File: config.mk
export PLATFORM = sky130hd
export DESIGN_NAME = vga_timing_gen
export DESIGN_NICKNAME = d
export VERILOG_FILES = /design/src/rtl/vga_timing_gen.sv
export SDC_FILE = /design/constraint.sdc
export NUM_CORES = 1
export LEC_CHECK = 0
export ABC_CLOCK_PERIOD_IN_PS = 3700
export CAP_MARGIN = 15
export CORE_MARGIN = 5
export CORE_UTILIZATION = 25
export DETAILED_ROUTE_END_ITERATION = 10
export DONT_BUFFER_PORTS = 1
export SLEW_MARGIN = 40
export SYNTH_ARGS = -nofsm -noshare
export SYNTH_HDL_FRONTEND = slang
export SYNTH_SLANG_ARGS = --single-unit
File: constraint.sdc
create_clock -name Clk -period 3.7 [get_ports Clk]
set_input_delay 0.555 -clock Clk [delete_from_list [all_inputs] [get_ports Clk]]
set_output_delay 0.555 -clock Clk [all_outputs]
set_load 0.01 [all_outputs]
File: src/rtl/vga_timing_gen.sv
// Parametrised VGA raster timing generator: pixel strobe, sync, blanking, draw/fetch
// coordinates, line/frame pulses and a frame counter. Drop-in successor to vga_controller.
module vga_timing_gen #(
  parameter int H_ACTIVE  = 640,
  parameter int H_FP      = 16,
  parameter int H_SYNC    = 96,
  parameter int H_BP      = 48,
  parameter int V_ACTIVE  = 480,
  parameter int V_FP      = 10,
  parameter int V_SYNC    = 2,
  parameter int V_BP      = 33,
  parameter int CLK_DIV   = 2,
  parameter bit HS_POL    = 1'b0,
  parameter bit VS_POL    = 1'b0,
  parameter int LOOKAHEAD = 2,
  parameter int CW        = 10
) (
  input  logic          Clk,
  input  logic          Reset_n,
  input  logic          en,
  output logic          pixel_clk,
  output logic          pix_ce,
  output logic          hs,
  output logic          vs,
  output logic          blank_n,
  output logic          sync_n,
  output logic [CW-1:0] DrawX,
  output logic [CW-1:0] DrawY,
  output logic [CW-1:0] FetchX,
  output logic [CW-1:0] FetchY,
  output logic          fetch_valid,
  output logic          line_start,
  output logic          frame_start,
  output logic [15:0]   frame_count
);

  localparam int H_TOTAL = H_ACTIVE + H_FP + H_SYNC + H_BP;
  localparam int V_TOTAL = V_ACTIVE + V_FP + V_SYNC + V_BP;
  localparam int DW      = (CLK_DIV > 2) ? $clog2(CLK_DIV) : 1;

  localparam logic [DW-1:0] DIV_LAST = DW'(CLK_DIV - 1);
  localparam logic [DW-1:0] DIV_ONE  = DW'(1);
  localparam logic [DW:0]   DIV_HALF = (DW+1)'(CLK_DIV / 2);
  localparam logic [CW-1:0] H_LAST   = CW'(H_TOTAL - 1);
  localparam logic [CW-1:0] V_LAST   = CW'(V_TOTAL - 1);
  localparam logic [CW-1:0] ONE      = CW'(1);
  localparam logic [CW:0]   H_TOT_W  = (CW+1)'(H_TOTAL);
  localparam logic [CW:0]   H_ACT_W  = (CW+1)'(H_ACTIVE);
  localparam logic [CW:0]   V_ACT_W  = (CW+1)'(V_ACTIVE);
  localparam logic [CW:0]   HS_LO    = (CW+1)'(H_ACTIVE + H_FP);
  localparam logic [CW:0]   HS_HI    = (CW+1)'(H_ACTIVE + H_FP + H_SYNC);
  localparam logic [CW:0]   VS_LO    = (CW+1)'(V_ACTIVE + V_FP);
  localparam logic [CW:0]   VS_HI    = (CW+1)'(V_ACTIVE + V_FP + V_SYNC);
  localparam logic [CW:0]   LA_W     = (CW+1)'(LOOKAHEAD);

  if (CLK_DIV < 2 || (CLK_DIV % 2) != 0) begin : g_bad_clk_div
    $error("vga_timing_gen: CLK_DIV must be even and >= 2");
  end
  if (LOOKAHEAD < 0 || LOOKAHEAD >= H_TOTAL) begin : g_bad_lookahead
    $error("vga_timing_gen: LOOKAHEAD must be in 0..H_TOTAL-1");
  end
  if (CW < 1 || CW > 30 || H_TOTAL > (1 << CW) || V_TOTAL > (1 << CW)) begin : g_bad_cw
    $error("vga_timing_gen: CW too small for H_TOTAL/V_TOTAL");
  end

  logic [DW-1:0] div, div_nx;
  logic [CW-1:0] hc, vc, hc_nx, vc_nx, fx_nx, fy_nx;
  logic [CW:0]   fsum;
  logic          hs_on, vs_on, vis_nx, fvis_nx, at_origin;

  function automatic logic in_window(input logic [CW-1:0] v, input logic [CW:0] lo,
                                     input logic [CW:0] hi);
    return ({1'b0, v} >= lo) && ({1'b0, v} < hi);
  endfunction

  assign pix_ce = en && (div == DIV_LAST);
  assign sync_n = 1'b0;

  always_comb begin
    div_nx = div;
    hc_nx  = hc;
    vc_nx  = vc;
    if (pix_ce) begin
      div_nx = '0;
      if (hc == H_LAST) begin
        hc_nx = '0;
        vc_nx = (vc == V_LAST) ? '0 : vc + ONE;
      end else begin
        hc_nx = hc + ONE;
      end
    end else if (en) begin
      div_nx = div + DIV_ONE;
    end

    // Lookahead never exceeds one line, so at most one wrap into the next line.
    fsum  = {1'b0, hc_nx} + LA_W;
    fx_nx = fsum[CW-1:0];
    fy_nx = vc_nx;
    if (fsum >= H_TOT_W) begin
      fx_nx = CW'(fsum - H_TOT_W);
      fy_nx = (vc_nx == V_LAST) ? '0 : vc_nx + ONE;
    end

    hs_on     = in_window(hc_nx, HS_LO, HS_HI);
    vs_on     = in_window(vc_nx, VS_LO, VS_HI);
    vis_nx    = ({1'b0, hc_nx} < H_ACT_W) && ({1'b0, vc_nx} < V_ACT_W);
    fvis_nx   = ({1'b0, fx_nx} < H_ACT_W) && ({1'b0, fy_nx} < V_ACT_W);
    at_origin = (hc_nx == '0) && (vc_nx == '0);
  end

  always_ff @(posedge Clk or negedge Reset_n) begin
    if (!Reset_n) begin
      div         <= '0;
      hc          <= H_LAST;
      vc          <= V_LAST;
      pixel_clk   <= 1'b0;
      DrawX       <= '0;
      DrawY       <= '0;
      FetchX      <= '0;
      FetchY      <= '0;
      hs          <= ~HS_POL;
      vs          <= ~VS_POL;
      blank_n     <= 1'b0;
      fetch_valid <= 1'b0;
      line_start  <= 1'b0;
      frame_start <= 1'b0;
      frame_count <= '0;
    end else begin
      if (en) begin
        div       <= div_nx;
        pixel_clk <= ({1'b0, div_nx} >= DIV_HALF);
      end
      line_start  <= 1'b0;
      frame_start <= 1'b0;
      if (pix_ce) begin
        hc          <= hc_nx;
        vc          <= vc_nx;
        DrawX       <= hc_nx;
        DrawY       <= vc_nx;
        FetchX      <= fx_nx;
        FetchY      <= fy_nx;
        hs          <= hs_on ? HS_POL : ~HS_POL;
        vs          <= vs_on ? VS_POL : ~VS_POL;
        blank_n     <= vis_nx;
        fetch_valid <= fvis_nx;
        line_start  <= (hc_nx == '0);
        frame_start <= at_origin;
        if (at_origin) frame_count <= frame_count + 16'd1;
      end
    end
  end

endmodule
==> results of run 1 <==
## where the power goes
group          switching (mW)  internal, mW  total (mW)
Sequential              0.225         0.962        1.19
Combinational           0.621         0.523        1.14
Clock                   0.363         0.681        1.04
Total                    1.21          2.17        3.37
## stage by stage
stage	setup WS, ns	setup TNS, ns	total power, mW	utilization (%)
floorplan	0.0430	0	1.86	-
CTS	0.0589	0	3.31	30.0
finish	0.156	0	3.37	30.9
detailed placement	-0.0187	-0.0387	2.23	27.9
global placement	0.0700	0	2.22	27.9
global route	-0.0187	-0.0187	3.60	30.9
## sequential cells by signal (all words and copies together), names as in the netlist, 3 cells and up
register and count:
frame_count 16, vc 3, FetchY 10, hc 7, DrawX 10, DrawY 10, FetchX 9
## worst paths after layout
path	from	end	slack, ns	cells past startpoint
max in group asynchronous	Reset_n	pixel_clk	3.34	1
max reg2reg	hc[1]	FetchY[8]	0.16	15
min reg2reg	hs	hs	0.53	2
min	Reset_n	hc[3]	0.06	0
min in group Clk	en	pixel_clk	0.38	1
max	hc[1]	FetchY[8]	0.16	15
## per-layer routing
layer	vias to the layer above	track usage, %
met2	129	18.7
met1	1806	17.0
met3	9	4.53
li1	1748	-
met5	-	0
met4	0	4.52
## cell type report
| cell class | instances | area share (%) |
|---|---|---|
| Clock buffer | 10 | 4.33 |
| Clock inverter | 6 | 2.09 |
| Inverter | 25 | 1.70 |
| Sequential cell | 72 | 33.0 |
| Timing Repair Buffer | 60 | 8.83 |
| Tap cell | 229 | 5.20 |
| Multi-Input combinational cell | 337 | 44.9 |
## placed cells by master, fill, tap and decap left out, types with 3 or more instances in the layout
master,netlist,routed
o2bb2ai_1,6,6
nand2_1,35,34
nand4b_1,3,3
a21oi_1,15,15
and3_1,8,8
buf_4,13,57
nor3_1,14,14
nand3b_1,3,3
mux2i_1,3,3
o21ai_1,2,3
o21a_1,4,4
dfrtp_1,60,59
ha_1,11,8
bufinv_16,0,3
inv_1,25,24
nand4_1,10,10
clkbuf_16,0,9
and4_1,8,7
xnor2_1,28,26
or3_1,8,8
nor2_1,26,25
a31oi_1,8,8
xor2_1,14,13
nand3_1,23,23
o21ai_0,25,24
nor3b_1,3,3
mux2_2,14,14
dfstp_2,12,12
and2_1,4,4
## cell usage after synthesis (3+ instances only)
cell type  number
buf_1           5
and3_1          8
nor3_1         14
nand2_1        35
a21oi_1        15
a211oi_1        3
nand4_1        10
buf_6           3
mux2i_1         3
and4_1          8
xor2_1         14
buf_4          13
buf_2           8
ha_1           11
nor3b_1         3
inv_1          25
clkbuf_1        5
and2_1          4
nand3_1        23
mux2_2         14
o21ai_0        25
o2bb2ai_1       6
nor2_1         26
dfstp_2        12
or3_1           8
o21a_1          4
nand3b_1        3
xnor2_1        28
nand4b_1        3
dfrtp_1        60
a31oi_1         8
## what timing repair did
item,4_1_cts,5_1_grt
gates resized for setup,0,21
hold buffers,1,0
setup buffers,0,8
setup endpoints to repair,0,24
endpoints found under the hold margin,60,0
## logic make-up (layout without fill, tap and decap cells)
group / Yosys count / in the layout / synth area share, %
fa+ha+maj: 11 / 11 / 3.05
mux: 17 / 17 / 4.16
flops: 72 / 72 / 40.3
xor+xnor: 43 / 43 / 8.76
other cells: 1 / 1 / 0.0831
compound gates: 92 / 92 / 14.5
buf+inv: 60 / 101 / 6.82
simple gates: 173 / 173 / 22.4
## worst max-delay path, stage by stage (launching register included)
cell and delay (ns):
dfstp_2 0.57, ha_2 0.19, buf_6 0.15, nand2_2 0.09, xnor2_2 0.19, ha_2 0.21, nand3b_1 0.13, buf_4 0.20
a211oi_4 0.24, xnor2_2 0.12, a311o_1 0.42, o21ai_4 0.24, buf_12 0.14, nand4_1 0.12, xnor2_1 0.16, mux2_2 0.26
==> out/metrics.csv, run 1 <==
metric;value;unit
outcome;finished, final reports clean;
DR vias;3692;
Worst-Skew Late Latency;0.34;ns
final number of setup-violating endpoints;0;
Critical Path End Type;register;
post-synth top area share;33.3;%
area leader, netlist;dfrtp_1;
CTS Buf Count;9;
Worst EP required;3.92;ns
startpoint types;register;
Avg Synthesized Cell Area;9.62;µm²
total grt overflow;0;
wire length on met3;1120;µm
drt wl/cell;17.4;µm
Die Area;0.0208;mm²
met2 WL;5740;µm
Vias/cell;5.00;
drt first pass iters;5;
period utilisation layout;95.8;%
row cnt;49;
Max Clk Rate;282;MHz
slew of the pin with the lowest slew margin;0.636;ns
Chip Height;144;µm
largest net degree at the start of global routing;61;
Max FO, Critical Path;10;
I/O pin count;68;
first-pass GRT wire length;20500;µm
Hold Path Class;input port to asynchronous set/reset pin;
Slew headroom;57.1;%
H-Tree Depth;3;
#FFs+latches synth;72;
CTS tree;done;
Synth Net Count;483;
Main synth FF type;dfrtp_1;
Post-Route M1 WL;5830;µm
ANT nets after route;0;
Power Density;612;mW/mm²
Non-Filler Instances;739;
crit path time final;3.54;ns
multi-input logic area;0.00247;mm²
Placer Congestion;0.857;
Fin. Hold Viols;0;
design area;0.00551;mm²
top sig layer;met4;
placed instance area;0.00497;mm²
worst hold slack;0.0606;ns
Post-DP HPWL;9480;µm
Synth cell types;77;
YS warnings;0;
Final Net Count;519;
EDFF count, synth;0;
Mapped Cells;469;
sequential standard cell area;0.00182;mm²
initial core utilization;25.3;%
Max Slew Vio Count;0;
Layout Skew;0.00753;ns
Synth area leaders;dfrtp_1 (33%), dfstp_2 (7.0%), xnor2_1 (5.4%);
Setup CP Type;register to register;
Crit path arrival time;3.76;ns
clock sink total;72;
All-Layer GR Usage;12.6;%
PortBufs;0;
Layout Area Growth over Synthesis;22.2;%
share of layout cells above drive strength 1;26.9;%
P_leak;2.35;nW
vias in the first global route;3679;
Diodes inserted;0;
Root Driver;clkbuf_16;
Die Wd;144;µm
sequential area share after synthesis;40.3;%
clock-pin slew on the worst setup and hold paths;0.06;ns
asr flop ratio synth;100;%
Syn Std Cell Area;0.00451;mm²
# DRC;0;
clk buf depth;2;
dpl cells;714;
Max Cap Viol;0;
DR iter-0 viols;253;
antenna violations before repair;0;
peak supply drop;0.300;mV
core footprint;0.0178;mm²
Routed WL;12900;µm
fill count;1809;
No activity file was read; power rests on OpenSTA's default activity.
==> run 2: changes to the inputs <==
--- a/config.mk
+++ b/config.mk
@@ -9,6 +9,7 @@
 export CAP_MARGIN = 15
 export CORE_MARGIN = 5
 export CORE_UTILIZATION = 25
+export CTS_CLUSTER_DIAMETER = 80
 export DETAILED_ROUTE_END_ITERATION = 10
 export DONT_BUFFER_PORTS = 1
 export SLEW_MARGIN = 40
==> results of run 2 <==
Final layout, timing and power as in run 1 (identical DEF).
==> run 3: changes to the inputs <==
--- a/config.mk
+++ b/config.mk
@@ -7,6 +7,7 @@
 export LEC_CHECK = 0
 export ABC_CLOCK_PERIOD_IN_PS = 3700
 export CAP_MARGIN = 15
+export CORE_ASPECT_RATIO = 0.75
 export CORE_MARGIN = 5
 export CORE_UTILIZATION = 25
 export CTS_CLUSTER_DIAMETER = 80
==> run 3 against run 2 <==
Register-to-register slack worse by 0.02 ns. Utilization about the same. First-iteration DRC count up 17%. Critical path depth down 2. Routed wire length up 1.2%. Clock-buffer cell count up 1. Global-route usage up 0.10 points. Die area up 0.13%. Sequential share of layout area up 0.17 points. Highest routed layer is now met5.
==> out/metrics.csv, run 3 (synthesis gave the netlist of run 1 again) <==
metric;value;unit;change
outcome;finished, final reports clean;;
Worst-Skew Late Latency;0.34;ns;about the same
DR iter-0 viols;296;;+17%
vias in the first global route;3552;;-3.5%
largest net degree at the start of global routing;61;;unchanged
Levels on crit path;13;;-2
Non-Filler Instances;751;;+1.6%
startpoint types;register;;
design area;0.00548;mm²;-0.59%
reg2reg path depth;13;;-2
Slew headroom;49.5;%;-7.6 points
Routed WL;13000;µm;+1.2%
max reg flops;16;;unchanged
Max Clk Rate;281;MHz;-0.56%
Max Cap Viol;0;;unchanged
CP Launch Point;hc[0];;
ANT nets after route;0;;unchanged
clk buf depth;2;;unchanged
delay-heaviest family, CP;compound AO/OA/AOI/OAI gates;;
drt first pass iters;5;;unchanged
Max FO, Critical Path;8;;-2
PortBufs;0;;unchanged
multi-input logic area;0.00250;mm²;+1.1%
CTS tree;done;;
initial core utilization;25.5;%;+0.19 points
row cnt;42;;-14%
clock-pin slew on the worst setup and hold paths;0.06;ns;about the same
RSZ-0062 raised after global routing;false;;
placed instance area;0.00499;mm²;+0.48%
Fin. Hold Viols;0;;unchanged
Hold Path Class;input port to asynchronous set/reset pin;;
Die Wd;165;µm;+14%
fill count;1830;;+1.2%
Layout Area Growth over Synthesis;21.5;%;
Final Net Count;518;;-0.19%
dpl cells;728;;+2.0%
# DRC;0;;unchanged
clock sink total;72;;unchanged
Critical Path End Type;register;;
commonest cells after routing, fill and taps aside;dfrtp_1 (60), buf_4 (56), nand2_1 (35);;
Layout Skew;0.0101;ns;+0.00252 ns
Worst EP required;3.96;ns;+0.04 ns
Largest stage delay, worst path;0.59;ns;+0.02 ns
sequential standard cell area;0.00182;mm²;about the same
Top reg by flops;frame_count;;
most common cell after layout, fill and taps aside;dfrtp_1;;
Buf/Inv on CP;3;;unchanged
Root Driver;clkbuf_16;;
Power Density;605;mW/mm²;-1.1%
first-pass GRT wire length;20600;µm;+0.57%
P_leak;2.32;nW;-1.3%
final number of setup-violating endpoints;0;;unchanged
drt wl/cell;17.3;µm;-0.45%
worst hold slack;0.0569;ns;-0.00374 ns
CTS Buf Count;9;;unchanged
period utilisation layout;96.3;%;+0.54 points
DR vias;3682;;-0.27%
Die Area;0.0209;mm²;+0.13%
I/O pin count;68;;unchanged
core footprint;0.0177;mm²;-0.74%
All-Layer GR Usage;12.7;%;+0.10 points
Setup CP Type;register to register;;
Placer Congestion;0.928;;+8.3%
H-Tree Depth;3;;unchanged
slew of the pin with the lowest slew margin;0.753;ns;+0.117 ns
Crit path arrival time;3.83;ns;+0.07 ns
antenna violations before repair;1;;+1
Vias/cell;4.90;;-1.9%
worst r2r src;hc[0];;
total grt overflow;0;;unchanged
Post-DP HPWL;9810;µm;+3.5%
Diodes inserted;0;;unchanged
crit path time final;3.56;ns;+0.0199 ns
Slowest cell on crit path;dfstp_2;;
CP Cell Sequence;ha_4, buf_4, nand2_1, or3_4, xnor2_4, o211ai_1, or2_1, a311o_2, o21ai_4, buf_4, buf_4, mux2_2, a21oi_1;;
Max Slew Vio Count;0;;unchanged
peak supply drop;0.393;mV;+31%
Chip Height;126;µm;-12%
share of layout cells above drive strength 1;27.1;%;+0.25 points
most frequent cell on the critical path;buf_4;;
run 3: layer usage:
layer | share of wire (%) | vias to the layer above | track usage (%)
li1 | - | 1755 | -
met1 | 48 | 1785 | 18.5
met2 | 41 | 128 | 17.1
met3 | 9.9 | 12 | 5.32
met4 | 1.3 | 2 | 3.57
met5 | 0.10 | - | 0
run 3: through the flow:
stage | utilization (%) | total power, mW | setup TNS, ns | setup slack, ns
global placement | 28.2 | 2.31 | -0.511 | -0.126
finish | 30.9 | 3.32 | 0 | 0.136
detailed placement | 28.2 | 2.31 | -0.584 | -0.134
global route | 30.9 | 3.52 | 0 | 0.0194
floorplan | - | 1.86 | 0 | 0.0430
CTS | 30.3 | 3.26 | 0 | 0.00828
run 3: final cells by class:
type,instances,area share [%]
clock buffer,11,4.43
clock inverter,5,1.19
inverter,25,1.71
multi-input combinational,338,45.6
sequential,72,33.2
tap,242,5.53
timing repair buffer,58,8.38
run 3: report_power, final:
| group | leakage [nW] | internal, mW | switching, mW |
|---|---|---|---|
| registers | 0.870 | 0.961 | 0.222 |
| logic | 1.30 | 0.569 | 0.670 |
| clock network | 0.150 | 0.546 | 0.349 |
| total | 2.32 | 2.08 | 1.24 |
run 3: timing repair:
item / CTS / global route
setup buffers: 1 / 4
cloned: 1 / 0
pin swaps: 1 / 7
hold buffers: 1 / 0
gates resized for setup: 6 / 19
endpoints found under the hold margin: 60 / 0
setup endpoints to repair: 13 / 22
run 3: final timing paths:
| path | end | slack (ns) |
|---|---|---|
| max in group asynchronous | DrawX[2] | 3.35 |
| min reg2reg | hs | 0.53 |
| min | vc[9] | 0.06 |
| max reg2reg | FetchX[6] | 0.14 |
| max | FetchX[6] | 0.14 |
| min in group Clk | pixel_clk | 0.37 |
